--- src/rtl/s713_stim_misr_pkg.sv ---
// Shared definitions for the s713_stim_misr pattern generator / signature
// compactor: FSM state encoding, default widths, seed and feedback masks.
package s713_stim_misr_pkg;

  // Default DUT interface widths.
  localparam int PI_W_DEF = 35;
  localparam int PO_W_DEF = 23;

  // Default LFSR seed and feedback masks (taps 35/33 and 23/18).
  localparam logic [34:0] SEED_DEF      = 35'h1;
  localparam logic [34:0] LFSR_TAPS_DEF = 35'h5_0000_0000;
  localparam logic [22:0] MISR_TAPS_DEF = 23'h42_0000;

  // Run-control FSM states.
  typedef enum logic [2:0] {
    ST_IDLE  = 3'd0,
    ST_LOAD  = 3'd1,
    ST_RUN   = 3'd2,
    ST_DRAIN = 3'd3,
    ST_DONE  = 3'd4
  } state_t;

endpackage

--- src/rtl/lfsr_shift.sv ---
// Generic shift register with XOR feedback. With mode=0 it free-runs as an
// LFSR; with mode=1 the din vector is XORed in each step (MISR behaviour).
// A synchronous load has priority over the shift enable.
module lfsr_shift #(
  parameter int           W       = 8,
  parameter logic [W-1:0] TAPS    = '0,
  parameter logic [W-1:0] RST_VAL = '0
) (
  input  logic         clk,
  input  logic         rst_n,
  input  logic         load,
  input  logic [W-1:0] load_val,
  input  logic         en,
  input  logic         mode,
  input  logic [W-1:0] din,
  output logic [W-1:0] q
);

  logic [W-1:0] q_next;

  // Next-value computation: shift left, feedback into bit 0, optional XOR-in.
  always_comb begin
    // NOTE: every combinational output gets a default first so no path can
    // leave it unassigned and infer a latch.
    q_next = {q[W-2:0], ^(q & TAPS)};
    if (mode) begin
      q_next = q_next ^ din;
    end
  end

  // State register: load wins over shift, otherwise hold.
  always_ff @(posedge clk or negedge rst_n) begin
    // NOTE: sequential state uses non-blocking assignments so every register
    // samples values from before the edge, independent of block ordering.
    if (!rst_n) begin
      q <= RST_VAL;
    end else if (load) begin
      q <= load_val;
    end else if (en) begin
      q <= q_next;
    end
  end

endmodule

--- src/rtl/s713_stim_misr.sv ---
// Pseudo-random stimulus generator and MISR signature compactor for a DUT.
// A run resets the DUT (LOAD), applies n_pat LFSR patterns (RUN), flushes
// the DUT pipeline for DRAIN_CYC cycles while compacting, then pulses done.
// Optional feature macro: GOLDEN_CMP_EN adds a golden signature input and a
// registered pass flag.
module s713_stim_misr
  import s713_stim_misr_pkg::*;
#(
  parameter int              PI_W      = PI_W_DEF,
  parameter int              PO_W      = PO_W_DEF,
  parameter int              CNT_W     = 16,
  parameter int              DRAIN_CYC = 4,
  parameter logic [PI_W-1:0] SEED      = PI_W'(SEED_DEF),
  parameter logic [PI_W-1:0] LFSR_TAPS = PI_W'(LFSR_TAPS_DEF),
  parameter logic [PO_W-1:0] MISR_TAPS = PO_W'(MISR_TAPS_DEF)
) (
  input  logic             clk,
  input  logic             rst_n,
  input  logic             start,
  input  logic             abort,
  input  logic [CNT_W-1:0] n_pat,
  output logic             busy,
  output logic             done,
  output logic             dut_rst_n,
  output logic [PI_W-1:0]  dut_pi,
  input  logic [PO_W-1:0]  dut_po,
  output logic [PO_W-1:0]  signature
`ifdef GOLDEN_CMP_EN
  ,
  input  logic [PO_W-1:0]  golden,
  output logic             pass
`endif
);

  // Drain counter only needs to hold DRAIN_CYC down to 1.
  localparam int DRN_W = (DRAIN_CYC < 2) ? 1 : $clog2(DRAIN_CYC + 1);

  state_t            state;
  state_t            state_next;
  logic [CNT_W-1:0]  cnt;
  logic [DRN_W-1:0]  drn_cnt;
  logic [PI_W-1:0]   lfsr;
  logic [PI_W-1:0]   pi_last;
  logic              load_cyc;
  logic              lfsr_en;
  logic              misr_en;

  // State register.
  always_ff @(posedge clk or negedge rst_n) begin
    if (!rst_n) begin
      state <= ST_IDLE;
    end else begin
      state <= state_next;
    end
  end

  // Next-state logic; abort beats start in IDLE and cancels any active run.
  always_comb begin
    state_next = state;
    case (state)
      ST_IDLE: begin
        if (start && !abort) state_next = ST_LOAD;
      end
      ST_LOAD: begin
        if (abort)                state_next = ST_IDLE;
        else if (n_pat != '0)     state_next = ST_RUN;
        else                      state_next = ST_DRAIN;
      end
      ST_RUN: begin
        if (abort)                       state_next = ST_IDLE;
        else if (cnt == CNT_W'(1))       state_next = ST_DRAIN;
      end
      ST_DRAIN: begin
        if (abort)                       state_next = ST_IDLE;
        else if (drn_cnt == DRN_W'(1))   state_next = ST_DONE;
      end
      ST_DONE: begin
        state_next = ST_IDLE;
      end
      default: begin
        state_next = ST_IDLE;
      end
    endcase
  end

  // Output decode: status flags, DUT reset/stimulus and datapath enables.
  always_comb begin
    busy      = 1'b0;
    done      = 1'b0;
    dut_rst_n = rst_n;
    dut_pi    = pi_last;
    load_cyc  = 1'b0;
    lfsr_en   = 1'b0;
    misr_en   = 1'b0;
    case (state)
      ST_LOAD: begin
        busy      = 1'b1;
        load_cyc  = 1'b1;
        dut_rst_n = 1'b0;
        dut_pi    = SEED;
      end
      ST_RUN: begin
        busy    = 1'b1;
        lfsr_en = 1'b1;
        misr_en = 1'b1;
        dut_pi  = lfsr;
      end
      ST_DRAIN: begin
        busy    = 1'b1;
        misr_en = 1'b1;
      end
      ST_DONE: begin
        done = 1'b1;
      end
      default: begin
      end
    endcase
  end

  // Pattern/drain counters and the held stimulus shown outside RUN.
  always_ff @(posedge clk or negedge rst_n) begin
    if (!rst_n) begin
      cnt     <= '0;
      drn_cnt <= '0;
      pi_last <= SEED;
    end else begin
      case (state)
        ST_LOAD: begin
          cnt     <= n_pat;
          drn_cnt <= DRN_W'(DRAIN_CYC);
          pi_last <= SEED;
        end
        ST_RUN: begin
          cnt     <= cnt - CNT_W'(1);
          pi_last <= lfsr;
        end
        ST_DRAIN: begin
          drn_cnt <= drn_cnt - DRN_W'(1);
        end
        default: begin
        end
      endcase
    end
  end

  // Free-running pattern LFSR, reseeded in LOAD.
  lfsr_shift #(
    .W       (PI_W),
    .TAPS    (LFSR_TAPS),
    .RST_VAL (SEED)
  ) u_lfsr (
    .clk      (clk),
    .rst_n    (rst_n),
    .load     (load_cyc),
    .load_val (SEED),
    .en       (lfsr_en),
    .mode     (1'b0),
    .din      ({PI_W{1'b0}}),
    .q        (lfsr)
  );

  // Response compactor, cleared in LOAD; its contents are the signature and
  // persist until the next LOAD (an abort leaves the partial value visible).
  lfsr_shift #(
    .W       (PO_W),
    .TAPS    (MISR_TAPS),
    .RST_VAL ({PO_W{1'b0}})
  ) u_misr (
    .clk      (clk),
    .rst_n    (rst_n),
    .load     (load_cyc),
    .load_val ({PO_W{1'b0}}),
    .en       (misr_en),
    .mode     (1'b1),
    .din      (dut_po),
    .q        (signature)
  );

`ifdef GOLDEN_CMP_EN
  logic [PO_W-1:0] misr_next;

  // Value the MISR takes on the edge into DONE, i.e. the final signature.
  always_comb begin
    misr_next = {signature[PO_W-2:0], ^(signature & MISR_TAPS)} ^ dut_po;
  end

  // Pass flag: cleared at LOAD, set from the final compaction on entry to DONE.
  always_ff @(posedge clk or negedge rst_n) begin
    if (!rst_n) begin
      pass <= 1'b0;
    end else if (state == ST_LOAD) begin
      pass <= 1'b0;
    end else if (state == ST_DRAIN && state_next == ST_DONE) begin
      pass <= (misr_next == golden);
    end
  end
`endif

endmodule

--- config.mk ---
export PLATFORM = sky130hd
export DESIGN_NAME = s713_stim_misr
export DESIGN_NICKNAME = d
export VERILOG_FILES = /design/src/rtl/s713_stim_misr_pkg.sv /design/src/rtl/lfsr_shift.sv /design/src/rtl/s713_stim_misr.sv
export SDC_FILE = /design/constraint.sdc
export NUM_CORES = 1
export LEC_CHECK = 0
export CELL_PAD_IN_SITES_DETAIL_PLACEMENT = 2
export CELL_PAD_IN_SITES_GLOBAL_PLACEMENT = 2
export CORE_UTILIZATION = 36
export DETAILED_ROUTE_END_ITERATION = 7
export PLACE_DENSITY_LB_ADDON = 0.1
export SLEW_MARGIN = 20
export SYNTH_ARGS = -nofsm -noshare
export SYNTH_HDL_FRONTEND = slang
export SYNTH_HIERARCHICAL = 1
export SYNTH_SLANG_ARGS = --single-unit
--- constraint.sdc ---
create_clock -name clk -period 4.1 [get_ports clk]
set_input_delay 0.82 -clock clk [delete_from_list [all_inputs] [get_ports clk]]
set_output_delay 0.82 -clock clk [all_outputs]
set_load 0.05 [all_outputs]
==> flow_summary_export.csv <==
group,metric,value,unit
critical_path,worst-path-max-fanout,78,
critical_path,critPathTopFamily,"buffers and inverters",
logic_synthesis,yosys_warnings,6,
pwr,pwr-share-comb,52.6,%
timing,rsz0062_at_grt,"false",
critical_path,critPathBufInv,3,
cells_and_area,antenna_cells,0,
timing,relSlewSlack,37.9,%
placed_design,placedCellCount,998,
timing,period_needed,3.81,ns
drt,drt_iter0_markers,212,
floorplan,num_rows,47,
logic_synthesis,avgSynthCellArea,9.97,µm²
logic_synthesis,synth_top_cell_by_area,"dfrtp_1",
pwr,switching_share,44.6,%
critical_path,crit_chain,"or3b_4 > clkinv_2 > buf_4 > a22o_1 > buf_12",
clock_tree,clk_pin_slew,0.06,ns
timing,setup_violations,0,
clock_tree,cts_resized,0,
global_route,grt_remaining_overflow,0,
global_route,grtUsageTotal,24.6,%
pwr,p_leak,3.61,nW
floorplan,core-area,16600,µm²
clock_tree,cts-root-buf,"clkbuf_16",
clock_tree,postCtsHoldBufs,0,
global_route,grt_pass1_wl,33.3,mm
global_route,grt_antenna_before_repair,0,
critical_path,path_class,"reg -> out",
clock_tree,clock_latency,0.43,ns
floorplan,die_w,133,µm
critical_path,cpMaxStageDelayCell,"buf_4",
critical_path,arrival,2.99,ns
cells_and_area,layout.cells.non_filler,1030,
logic_synthesis,syn_area,6130,µm²
global_route,grt_pass1_vias,6045,
pwr,switchingPower,0.00360,W
clock_tree,cts_setup_buffers,0,
timing,finClkSkew,0.00791,ns
drt,wl_met1,8.39,mm
pwr,ir_worst_vdd,0.476,mV
cells_and_area,finish.utilization,51.2,%
critical_path,cp.required,3.28,ns
drt,highest_layer,"met4",
drt,wl_met3,681,µm
pwr,power_density,952,nW/µm²
floorplan,io_pins,104,
cells_and_area,drive_above_1_share,10.5,%
drt,drc,0,
logic_synthesis,synth_edf_count,0,
logic_synthesis,synth-seq-cells,115,
floorplan,start_util,37.0,%
placed_design,place_congestion,0.825,
cells_and_area,fin_nets,844,
floorplan,die_h,133,µm
clock_tree,cts_tree,"done",
drt,post_drt_wl_per_cell,19.8,µm
drt,wirelength,20.4,mm
logic_synthesis,synthFlopType,"dfrtp_1",
clock_tree,h-tree-depth,4,
cells_and_area,final_cell_mix,"dfrtp_1 (113), conb_1 (99), nand2_1 (68), clkdlybuf4s50_1 (68), a21oi_1 (62)",
min_path,min_path_type,"reg -> reg",
drt,viasPerCell,5.15,
timing,hold_violations,0,
global_route,grt_max_degree,82,
clock_tree,cts_max_path_buffers,2,
pwr,intPower,0.00448,W
pwr,clockPowerShare,20.7,%
cells_and_area,layout_commonest_cell,"dfrtp_1",
drt,routed-via-count,5304,
logic_synthesis,synth.top_cell.area_share,46.1,%
timing,maxSlewViolCount,0,
timing,max_freq,262,MHz
drt,ant_nets,0,
timing,worst_pin_slew,0.931,ns
placed_design,io_buffer_count,103,
logic_synthesis,syn_inst,615,
logic_synthesis,async_reset_ff_share,100,%
clock_tree,numCtsBuffers,17,
drt,firstDrtPassIters,4,
timing,worst_hold_slack,0.521,ns
logic_synthesis,yosysSeqAreaShare,47.0,%
drt,wl_met2,10.9,mm
clock_tree,cts.sinks,115,
critical_path,cp-end-kind,"primary output",
run,cap_violations,0,
floorplan,die_area,17600,µm²
cells_and_area,syn2layout_area_growth,38.3,%
pwr,fin_total_pwr,0.00808,W
critical_path,cp-start-kind,"flop",
pwr,seq_power_share,26.7,%
critical_path,max_stage_delay,0.68,ns
status,status,"finished clean",
logic_synthesis,synth_cell_types,49,
timing,fin_crit_sh,93.0,%
logic_synthesis,synthTopCellsByArea,"dfrtp_1 (46%), xor2_1 (8.0%), nor3b_1 (6.7%)",
timing,finalSetupTns,0,ns
placed_design,hpwl,12.4,mm
-- sequential cells by signal, indices dropped and copies added, names as in the netlist --
name      count
state         3
pi_last      35
u_misr/q     23
drn_cnt       3
cnt          16
u_lfsr/q     35
-- power groups by stage --
stage | logic, W | registers, W | clock network [W]
2_1_floorplan | 0.00243 | 0.00236 | 0
3_3_place_gp | 0.00402 | 0.00211 | 0
3_5_place_dp | 0.00418 | 0.00215 | 0
4_1_cts | 0.00428 | 0.00216 | 0.00170
5_1_grt | 0.00453 | 0.00222 | 0.00175
6_report | 0.00425 | 0.00215 | 0.00167
-- path summary, 6_finish.rpt --
path                           from            to  slack (ns)  cells past startpoint
setup / recovery           state[1]    dut_pi[28]        0.29                      5
hold / removal              cnt[14]       cnt[14]        0.52                      2
setup reg to reg           state[1]       cnt[10]        0.95                      6
hold reg to reg             cnt[14]       cnt[14]        0.52                      2
max in group asynchronous     rst_n  u_lfsr/q[33]        2.19                      3
min in group asynchronous     rst_n        cnt[4]        0.53                      2
-- cells in the mapped netlist (4+ instances only) --
cell type	n
a21oi_1	62
a221o_1	8
a22o_1	34
a22oi_1	5
buf_2	12
buf_6	23
clkbuf_1	6
dfrtp_1	113
ha_1	4
inv_1	6
nand2_1	68
nand3_1	6
nor2_1	19
nor2b_1	5
nor3_1	7
nor3b_1	55
nor4_1	5
o21ai_0	16
o21ai_1	53
xnor2_1	4
xor2_1	56
-- worst reg2reg max path, cell delays in order (launching register included) --
cell	delay (ns)
dfrtp_1	0.55
or3b_1	0.53
inv_4	0.11
buf_4	0.68
buf_4	0.61
a41oi_1	0.18
a221o_1	0.38
-- routing by layer --
layer / vias to the layer above / global-route usage, %
met5: - / 0
li1: 2466 / -
met4: 0 / 8.56
met2: 99 / 45.0
met3: 27 / 4.41
met1: 2712 / 28.7
-- metrics by stage --
stage          worst slack [ns]  area [µm²]
6_report                  0.288        8480
5_1_grt                   0.178        8480
4_1_cts                  0.0678        8470
3_5_place_dp              0.533        7810
3_3_place_gp              0.652        7810
2_1_floorplan              1.23        6500
-- logic make-up (layout without fill, tap and decap cells) --
logic type / count (synthesis) / count (layout) / synth area share (%)
simple gates: 188 / 188 / 17.1
xor+xnor: 60 / 60 / 8.57
fa+ha+maj: 4 / 4 / 0.816
other cells: 2 / 99 / 0.122
compound gates: 194 / 194 / 19.6
flops: 115 / 115 / 47.0
buf+inv: 52 / 150 / 6.81
-- layout make-up --
type,count,area (µm²)
clock inverter,13,206
fill,1772,8100
timing repair buffer,110,1420
inverter,8,33.8
clock buffer,19,453
sequential,115,2880
multi-input combinational,545,3210
tap,220,275
(Power assumes the default switching activity.)
